## config.mk

```make
export PLATFORM = sky130hd
export DESIGN_NAME = bus_datapath
export DESIGN_NICKNAME = d
export VERILOG_FILES = /design/src/rtl/bus_datapath.sv
export SDC_FILE = /design/constraint.sdc
export NUM_CORES = 2
export LEC_CHECK = 0
export CAP_MARGIN = 30
export CORE_UTILIZATION = 55
export CTS_BUF_LIST = sky130_fd_sc_hd__clkbuf_4 sky130_fd_sc_hd__clkbuf_8 sky130_fd_sc_hd__clkbuf_16
export DETAILED_ROUTE_END_ITERATION = 8
export PLACE_DENSITY_LB_ADDON = 0.3
export SLEW_MARGIN = 20
export SYNTH_ARGS = -nofsm -noshare
export SYNTH_HDL_FRONTEND = slang
export SYNTH_SLANG_ARGS = --single-unit
```

## constraint.sdc

```tcl
create_clock -name clk -period 28.2 [get_ports clk]
set_input_delay 4.23 -clock clk [delete_from_list [all_inputs] [get_ports clk]]
set_output_delay 4.23 -clock clk [all_outputs]
set_load 0.005 [all_outputs]
```

## src/rtl/bus_datapath.sv

```systemverilog
// Mini-computer register/bus datapath: wired-OR bus, IAR/IR/MAR/TMP/ACC/R0-R3,
// flags, 256x8 RAM with a side-band load port, and the combinational ALU.
module bus_datapath #(
  parameter int DATA_W    = 8,
  parameter int RAM_DEPTH = 256
) (
  input  logic              clk,
  input  logic              rst,
  input  logic              ram_en,
  input  logic              acc_en,
  input  logic              r0_en,
  input  logic              r1_en,
  input  logic              r2_en,
  input  logic              r3_en,
  input  logic              iar_en,
  input  logic              ir_set,
  input  logic              mar_set,
  input  logic              acc_set,
  input  logic              ram_set,
  input  logic              tmp_set,
  input  logic              r0_set,
  input  logic              r1_set,
  input  logic              r2_set,
  input  logic              r3_set,
  input  logic              iar_set,
  input  logic              b1,
  input  logic [2:0]        op,
  input  logic              load_en,
  input  logic [DATA_W-1:0] load_addr,
  input  logic [DATA_W-1:0] load_data,
  output logic [DATA_W-1:0] ir,
  output logic [DATA_W-1:0] bus,
  output logic [DATA_W-1:0] acc,
  output logic [3:0]        flags
);

  logic [DATA_W-1:0] r_iar, r_ir, r_mar, r_tmp, r_acc;
  logic [DATA_W-1:0] r_r0, r_r1, r_r2, r_r3;
  logic [3:0]        r_flags;
  logic [DATA_W-1:0] r_ram [0:RAM_DEPTH-1];

  logic [DATA_W-1:0] w_bus, w_ram_rd, w_b, w_res;
  logic [DATA_W:0]   w_sum;
  logic              w_carry, w_a_larger, w_equal, w_zero;

  assign w_ram_rd = r_ram[r_mar];

  // Wired-OR of every enabled source; idle bus reads as zero.
  assign w_bus = ({DATA_W{ram_en}} & w_ram_rd) |
                 ({DATA_W{acc_en}} & r_acc)    |
                 ({DATA_W{r0_en}}  & r_r0)     |
                 ({DATA_W{r1_en}}  & r_r1)     |
                 ({DATA_W{r2_en}}  & r_r2)     |
                 ({DATA_W{r3_en}}  & r_r3)     |
                 ({DATA_W{iar_en}} & r_iar);

  always_comb begin
    w_b     = b1 ? DATA_W'(1) : r_tmp;
    w_sum   = {1'b0, w_bus} + {1'b0, w_b};
    w_res   = w_bus;
    w_carry = 1'b0;
    case (op)
      3'b000: begin
        w_res   = w_sum[DATA_W-1:0];
        w_carry = w_sum[DATA_W];
      end
      3'b001: begin
        w_res   = w_bus >> 1;
        w_carry = w_bus[0];
      end
      3'b010: begin
        w_res   = w_bus << 1;
        w_carry = w_bus[DATA_W-1];
      end
      3'b011:  w_res = ~w_bus;
      3'b100:  w_res = w_bus & w_b;
      3'b101:  w_res = w_bus | w_b;
      3'b110:  w_res = w_bus ^ w_b;
      default: w_res = w_bus;
    endcase
    w_a_larger = (w_bus > w_b);
    w_equal    = (w_bus == w_b);
    w_zero     = (w_res == '0);
  end

  always_ff @(posedge clk or negedge rst) begin
    if (!rst) begin
      r_iar   <= '0;
      r_ir    <= '0;
      r_mar   <= '0;
      r_tmp   <= '0;
      r_acc   <= '0;
      r_r0    <= '0;
      r_r1    <= '0;
      r_r2    <= '0;
      r_r3    <= '0;
      r_flags <= '0;
    end else begin
      if (iar_set) r_iar <= w_bus;
      if (ir_set)  r_ir  <= w_bus;
      if (mar_set) r_mar <= w_bus;
      if (tmp_set) r_tmp <= w_bus;
      if (r0_set)  r_r0  <= w_bus;
      if (r1_set)  r_r1  <= w_bus;
      if (r2_set)  r_r2  <= w_bus;
      if (r3_set)  r_r3  <= w_bus;
      if (acc_set) begin
        r_acc   <= w_res;
        r_flags <= {w_carry, w_a_larger, w_equal, w_zero};
      end
    end
  end

  // RAM keeps its contents through reset; the load port overrides a same-cycle ram_set.
  always_ff @(posedge clk) begin
    if (rst) begin
      if (load_en)      r_ram[load_addr] <= load_data;
      else if (ram_set) r_ram[r_mar]     <= w_bus;
    end
  end

  assign ir    = r_ir;
  assign bus   = w_bus;
  assign acc   = r_acc;
  assign flags = r_flags;

endmodule

```

[Word level (Yosys, flattened, before mapping)]
Memory sizes are Yosys's and may differ from the RTL's.
Index checks and enable logic that the tools add are counted.
Word-level totals
  output and inout port bits: 28
  register bits: 76
  memories kept: 1
  logic and storage cells: 53
  memory bits (writable): 2048
  bits of input ports: 40
Memories
  r_ram: depth 256, bits a word 8, rd ports 1, clocked after Yosys merged registers in 0, write ports 1, line 40  | logic [DATA_W-1:0] r_ram [0:RAM_DEPTH-1];
Operators by class
  magnitude comparators: 1
  add/sub/neg operators: 1
  reductions and logical operators: 3
  bitwise gates (word level): 17
  eq/ne operators: 7
  mux-type cells: 13
Operator list (number)
  $and A8 B8 Y8: 8
  $or A8 B8 Y8: 7
  $pmux W8 S7: 1
  $mux W8: 3
  $add A8 B8 Y9: 1
  $eq A3 B3 Y1 const B: 3
  $eq A8 B8 Y1: 1
  $gt A8 B8 Y1: 1
  $logic_not A8 Y1: 1
  $mux W1: 8
  $not A8 Y8: 1
  $reduce_or A8 Y1: 1
  $xor A8 B8 Y8: 1
  $eq A3 B2 Y1 const B: 2
  $eq A3 B1 Y1 const B: 1
  $logic_not A3 Y1: 1
  $pmux W1 S3: 1

[Logic depth before layout (Yosys ltp)]
An unclocked memory read counts as a cell.
  depth after elaboration: 11
  mapped depth: 26
  gate-level depth less buffers: 19

[Worst setup path after synthesis]
OpenSTA, ideal clock, no wires.
  path type: input -> register
  start point: in ram_en
  end point: mem r_ram[0][7], data pin
  data required time: 26.012 ns
  stages on the path: 8
  buffers on the path: 1
  slack: 10.989 ns
  data arrival time: 15.023 ns
  setup time: 2.188 ns
  cell sequence: inv_1 nor2_1 nand3_1 a41oi_1 a21oi_1 o311a_1 clkbuf_1 o21ai_0
Between the ends
  longest elaborated chain between the ends: 8
RTL lines
  from (decl): line 9  | input logic ram_en,
  $and A8 B8 Y8: line 49  | assign w_bus = ({DATA_W{ram_en}} & w_ram_rd) |
  $or A8 B8 Y8: line 49
  $or A8 B8 Y8: line 50  | ({DATA_W{acc_en}} & r_acc) |
  $or A8 B8 Y8: line 51  | ({DATA_W{r0_en}} & r_r0) |
  $or A8 B8 Y8: line 52  | ({DATA_W{r1_en}} & r_r1) |
  $or A8 B8 Y8: line 53  | ({DATA_W{r2_en}} & r_r2) |
  $or A8 B8 Y8: line 54  | ({DATA_W{r3_en}} & r_r3) |
  $mux W8 (no source line)
  to (decl): line 40
Every way passes these cells.

[Final worst setup path]
  start point: reg r_mar[0]
  end point: out bus[5]
Between the ends
  longest elaborated chain between the ends: 8
RTL lines
  from (decl): line 37  | logic [DATA_W-1:0] r_iar, r_ir, r_mar, r_tmp, r_acc;
  from (signal assigned): line 101  | if (mar_set) r_mar <= w_bus;
  $mem_v2 Z256 W8
  $and A8 B8 Y8: line 49
  $or A8 B8 Y8: line 49
  $or A8 B8 Y8: line 50
  $or A8 B8 Y8: line 51
  $or A8 B8 Y8: line 52
  $or A8 B8 Y8: line 53
  $or A8 B8 Y8: line 54
  to (decl): line 32  | output logic [DATA_W-1:0] bus,
Every way passes these cells.

==> key figures <==
Outcome
  – Status: completed

Die
  – Die extent in y: 394 microns
  – Die Area: 155000 sq um
  – Total core area: 152000 sq um
  – Number of placement rows: 143
  – Effective utilization at floorplan: 0.555
  – I/O pin cnt: 68
  – Chip Width: 394 microns

Placed design
  – RePlAce Congestion: 0.921
  – Post-placement worst setup slack: 17.27 ns
  – Final HPWL DP: 139 mm
  – Number of port buffers: 67
  – Area post-placement: 87300 sq um

Setup path
  – Cells along the critical path: buf_4 -> buf_4 -> mux4_2 -> a22oi_1 -> a21oi_1 -> a2111oi_2 -> a22oi_1 -> a31oi_4 -> inv_1 -> clkdlybuf4s50_1
  – Start-to-end type of the worst setup path: flip-flop to output port
  – Maximum net fanout on the critical path: 41
  – Buffers and inverters on the worst path: 4
  – Cell class contributing the biggest share of worst-path delay: compound AO/OA/AOI/OAI gates
  – Critical Path End Type: output port
  – Arrival time reported for the critical path endpoint: 7.04 ns
  – Maximum single-stage delay on the critical path: 0.90 ns
  – Setup slack of the most critical reg-to-reg path: 20.82 ns
  – Worst Reg2Reg Path Length in Cells: 17
  – CP startpoint kind: flip-flop
  – Crit-path slowest cell: dfrtp_4
  – Source of the critical timing path: r_mar[0]
  – Data required time of the critical path: 23.97 ns
  – Origin of the critical flop-to-flop path: r_mar[0]
  – Capture instance of the worst register-to-register path: flags[0]

Synthesis
  – Post-synth EDFFs: 2048
  – Flop and latch count out of synthesis: 2124
  – FFs w/ async S/R, synth: 0.0358
  – Most used flip-flop cell after synthesis: edfxtp_1
  – Number of synthesis warnings: 0
  – Part of the Yosys area used for sequential elements: 0.750
  – Post-synthesis instance area: 84600 sq um
  – Unique masters post-synth: 86
  – Net count after synthesis: 4404
  – Post-Synthesis Mean Instance Area: 19.5 sq um
  – Cells after synthesis: 4340

Clock network
  – Buffers inserted during post-CTS setup optimization: 0
  – TritonCTS clock tree: yes
  – Count of cells resized by post-cts repair: 0
  – Clock Root Buffer: clkbuf_16
  – Level count of the clock H-tree: 4
  – CTS buffer count: 202
  – Number of clock sinks seen by CTS: 2124
  – Post-CTS clock slew at the launch and capture registers of the worst setup and hold paths: 0.06 ns
  – Max Root-Sink Buffers: 3
  – Clock latency on the worst-skew pair: 0.85 ns
  – Count of hold-fix buffers inserted at cts: 0

STA
  – Total count of max-transition violations in the final report: 0
  – Post-route clock period utilization: 0.400
  – Count of endpoints failing setup in the final report: 0
  – Maximum operating frequency: 0.0887 GHz
  – Skew final: 0.0501 ns
  – Headroom to the max-slew limit: 0.193
  – Final WS setup: 16.93 ns
  – Post-route setup TNS: 0 ns
  – Transition time at the pin with the least slew margin: 1.18 ns
  – Hold violation count in the final report: 0
  – Tmin final: 11.27 ns
  – RSZ-0062 raised after global routing: false

Pwr
  – Power spent charging and discharging nets: 1380 uW
  – Switching power as a share of total power: 0.210
  – Total power density per cell area: 69.3 nW/um^2
  – Clock power frac: 0.427
  – Peak supply drop: 61.1 uV
  – Total power after layout: 6550 uW
  – Total internal power: 5170 uW
  – Leakage Power: 0.0309 uW
  – Combinational share of power: 0.038
  – Portion of total power attributed to sequential cells: 0.535

Drt
  – Via density per instance: 6.77
  – Number of nets with antenna violations after routing: 0
  – Wire length per cell after detailed routing: 34.3 microns
  – DRC violation count after routing: 0
  – Met3 wire len: 29.0 mm
  – First-pass DRT Iterations: 8
  – Top layer reached by signal wires: met5
  – Total vias in the final route: 45100
  – Starting DRT DRC Count: 7016
  – Detailed-route wire length on metal 1: 84.8 mm
  – Detailed route wirelength on metal2: 105 mm
  – Total wire length after detailed routing: 228 mm

Worst hold path
  – Endpoint, Worst Hold: r_tmp[0]
  – Kind of path behind the tightest hold check: flip-flop to flip-flop
  – Hold Path Origin: r_tmp[0]
  – Cell count of the worst hold path: 2

Global route
  – Number of global-route vias before repair: 44000
  – First-pass GRT wire length: 323 mm
  – Initial antenna violation count: 7
  – Largest net degree at the start of global routing: 230
  – GRT Residual Overflow: 0
  – GRT Resource Usage Total: 0.294

Flow run
  – Max Cap Violations: 0

Final layout
  – Fraction of layout cells with a size suffix above 1: 0.215
  – Commonest non-fill, non-tap cell in the layout: edfxtp_1
  – Final cell area excluding filler cells: 94500 sq um
  – NumNets Final: 4519
  – Commonest cells after routing, fill and taps aside: 2048 x edfxtp_1, 462 x mux4_2, 386 x nor2_1, 203 x clkbuf_16, 174 x mux2i_1
  – Area grow syn2layout: 11.7%
## registers in the layout, summed over array words and instances, names as in the netlist
| signal | count |
|---|---|
| acc | 8 |
| ir | 8 |
| r_mar | 8 |
| r_iar | 8 |
| r_ram | 2048 |
| r_r3 | 8 |
| flags | 4 |
| r_r2 | 8 |
| r_r1 | 8 |
| r_r0 | 8 |
| r_tmp | 8 |
## Yosys cell counts, types with 27 or more instances
cell type | number | share of area
edfxtp_1 | 2048 | 0.73
a22oi_1 | 130 | 0.012
nor2_1 | 389 | 0.017
inv_1 | 36 | 0.0016
a21oi_1 | 140 | 0.0083
nor2b_1 | 33 | 0.0024
buf_4 | 34 | 0.0030
mux2i_1 | 174 | 0.021
mux4_2 | 462 | 0.12
nand2_1 | 117 | 0.0052
nand2b_1 | 29 | 0.0021
buf_6 | 38 | 0.0051
nor3_1 | 27 | 0.0016
buf_2 | 61 | 0.0036
o21ai_0 | 54 | 0.0032
nand3_1 | 45 | 0.0027
clkbuf_1 | 108 | 0.0048
dfrtp_1 | 76 | 0.022
mux2_2 | 31 | 0.0041
## metrics by stage
stage / util / instances / hold WS, ns
floorplan: - / 4340 / 0.487
global placement: 0.572 / 6249 / 0.509
detailed placement: 0.574 / 6266 / 0.519
CTS: 0.619 / 6642 / 0.535
global route: 0.620 / 6659 / 0.546
finish: 0.620 / 6662 / 0.529
## routing by layer
metal | track usage | up-vias
li1 | - | 18000
met1 | 0.410 | 23400
met2 | 0.439 | 3167
met3 | 0.0850 | 531
met4 | 0.120 | 8
met5 | 0.0114 | -
## cell type report
| class | count | area (sq um) |
|---|---|---|
| flip-flops and latches | 2124 | 63400 |
| well taps | 2030 | 2540 |
| diodes | 5 | 12.5 |
| inverters | 38 | 143 |
| multi-input cells | 1908 | 19600 |
| fillers | 10300 | 57800 |
| clock inverters | 131 | 1470 |
| repair buffers | 181 | 1880 |
| clock buffers | 245 | 5410 |
## power by group through the flow
stage	clock network [uW]	logic (uW)	registers [uW]
2_1_floorplan	0	132	3620
3_3_place_gp	0	234	3570
3_5_place_dp	0	243	3570
4_1_cts	2810	243	3500
5_1_grt	2930	261	3500
6_report	2800	251	3500
## worst reg2reg max path, cell delays in order, from the launching register on
cell and delay (ns):
dfrtp_4 0.90, buf_4 0.78, buf_4 0.84, mux4_2 0.66, a22oi_1 0.25, a21oi_1 0.21, a2111oi_2 0.65, a22oi_1 0.54
a31oi_4 0.67, inv_1 0.23, ha_1 0.29, a22oi_1 0.20, o2bb2ai_1 0.12, o22ai_1 0.19, o311ai_1 0.15, a21oi_2 0.20
nand4_1 0.16, o32ai_2 0.27
## cells by family (layout without fill, tap and decap cells)
| logic type | Yosys count | in the layout | synth area share |
|---|---|---|---|
| adders and majority gates | 24 | 24 | 0.00355 |
| and+or+nand+nor | 710 | 710 | 0.0371 |
| xor gates and xnor gates | 4 | 4 | 0.000414 |
| DFF | 2124 | 2124 | 0.750 |
| other | 0 | 5 | 0 |
| muxes | 667 | 667 | 0.148 |
| AOI/OAI and AO/OA | 503 | 503 | 0.0407 |
| buffers and inverters | 308 | 595 | 0.0209 |
## how the worst max path moves through the flow
| stage | end | slack [ns] | cells past startpoint |
|---|---|---|---|
| after global routing | bus[5] | 16.66 | 10 |
| after CTS | bus[5] | 16.93 | 10 |
| after floorplan | r_ram[0][7] | 10.99 | 8 |
| after global placement | bus[0] | 17.32 | 10 |
| final | bus[5] | 16.93 | 10 |
| after detailed placement | bus[0] | 17.27 | 10 |
Note: power is estimated with default switching activity, not from simulation.
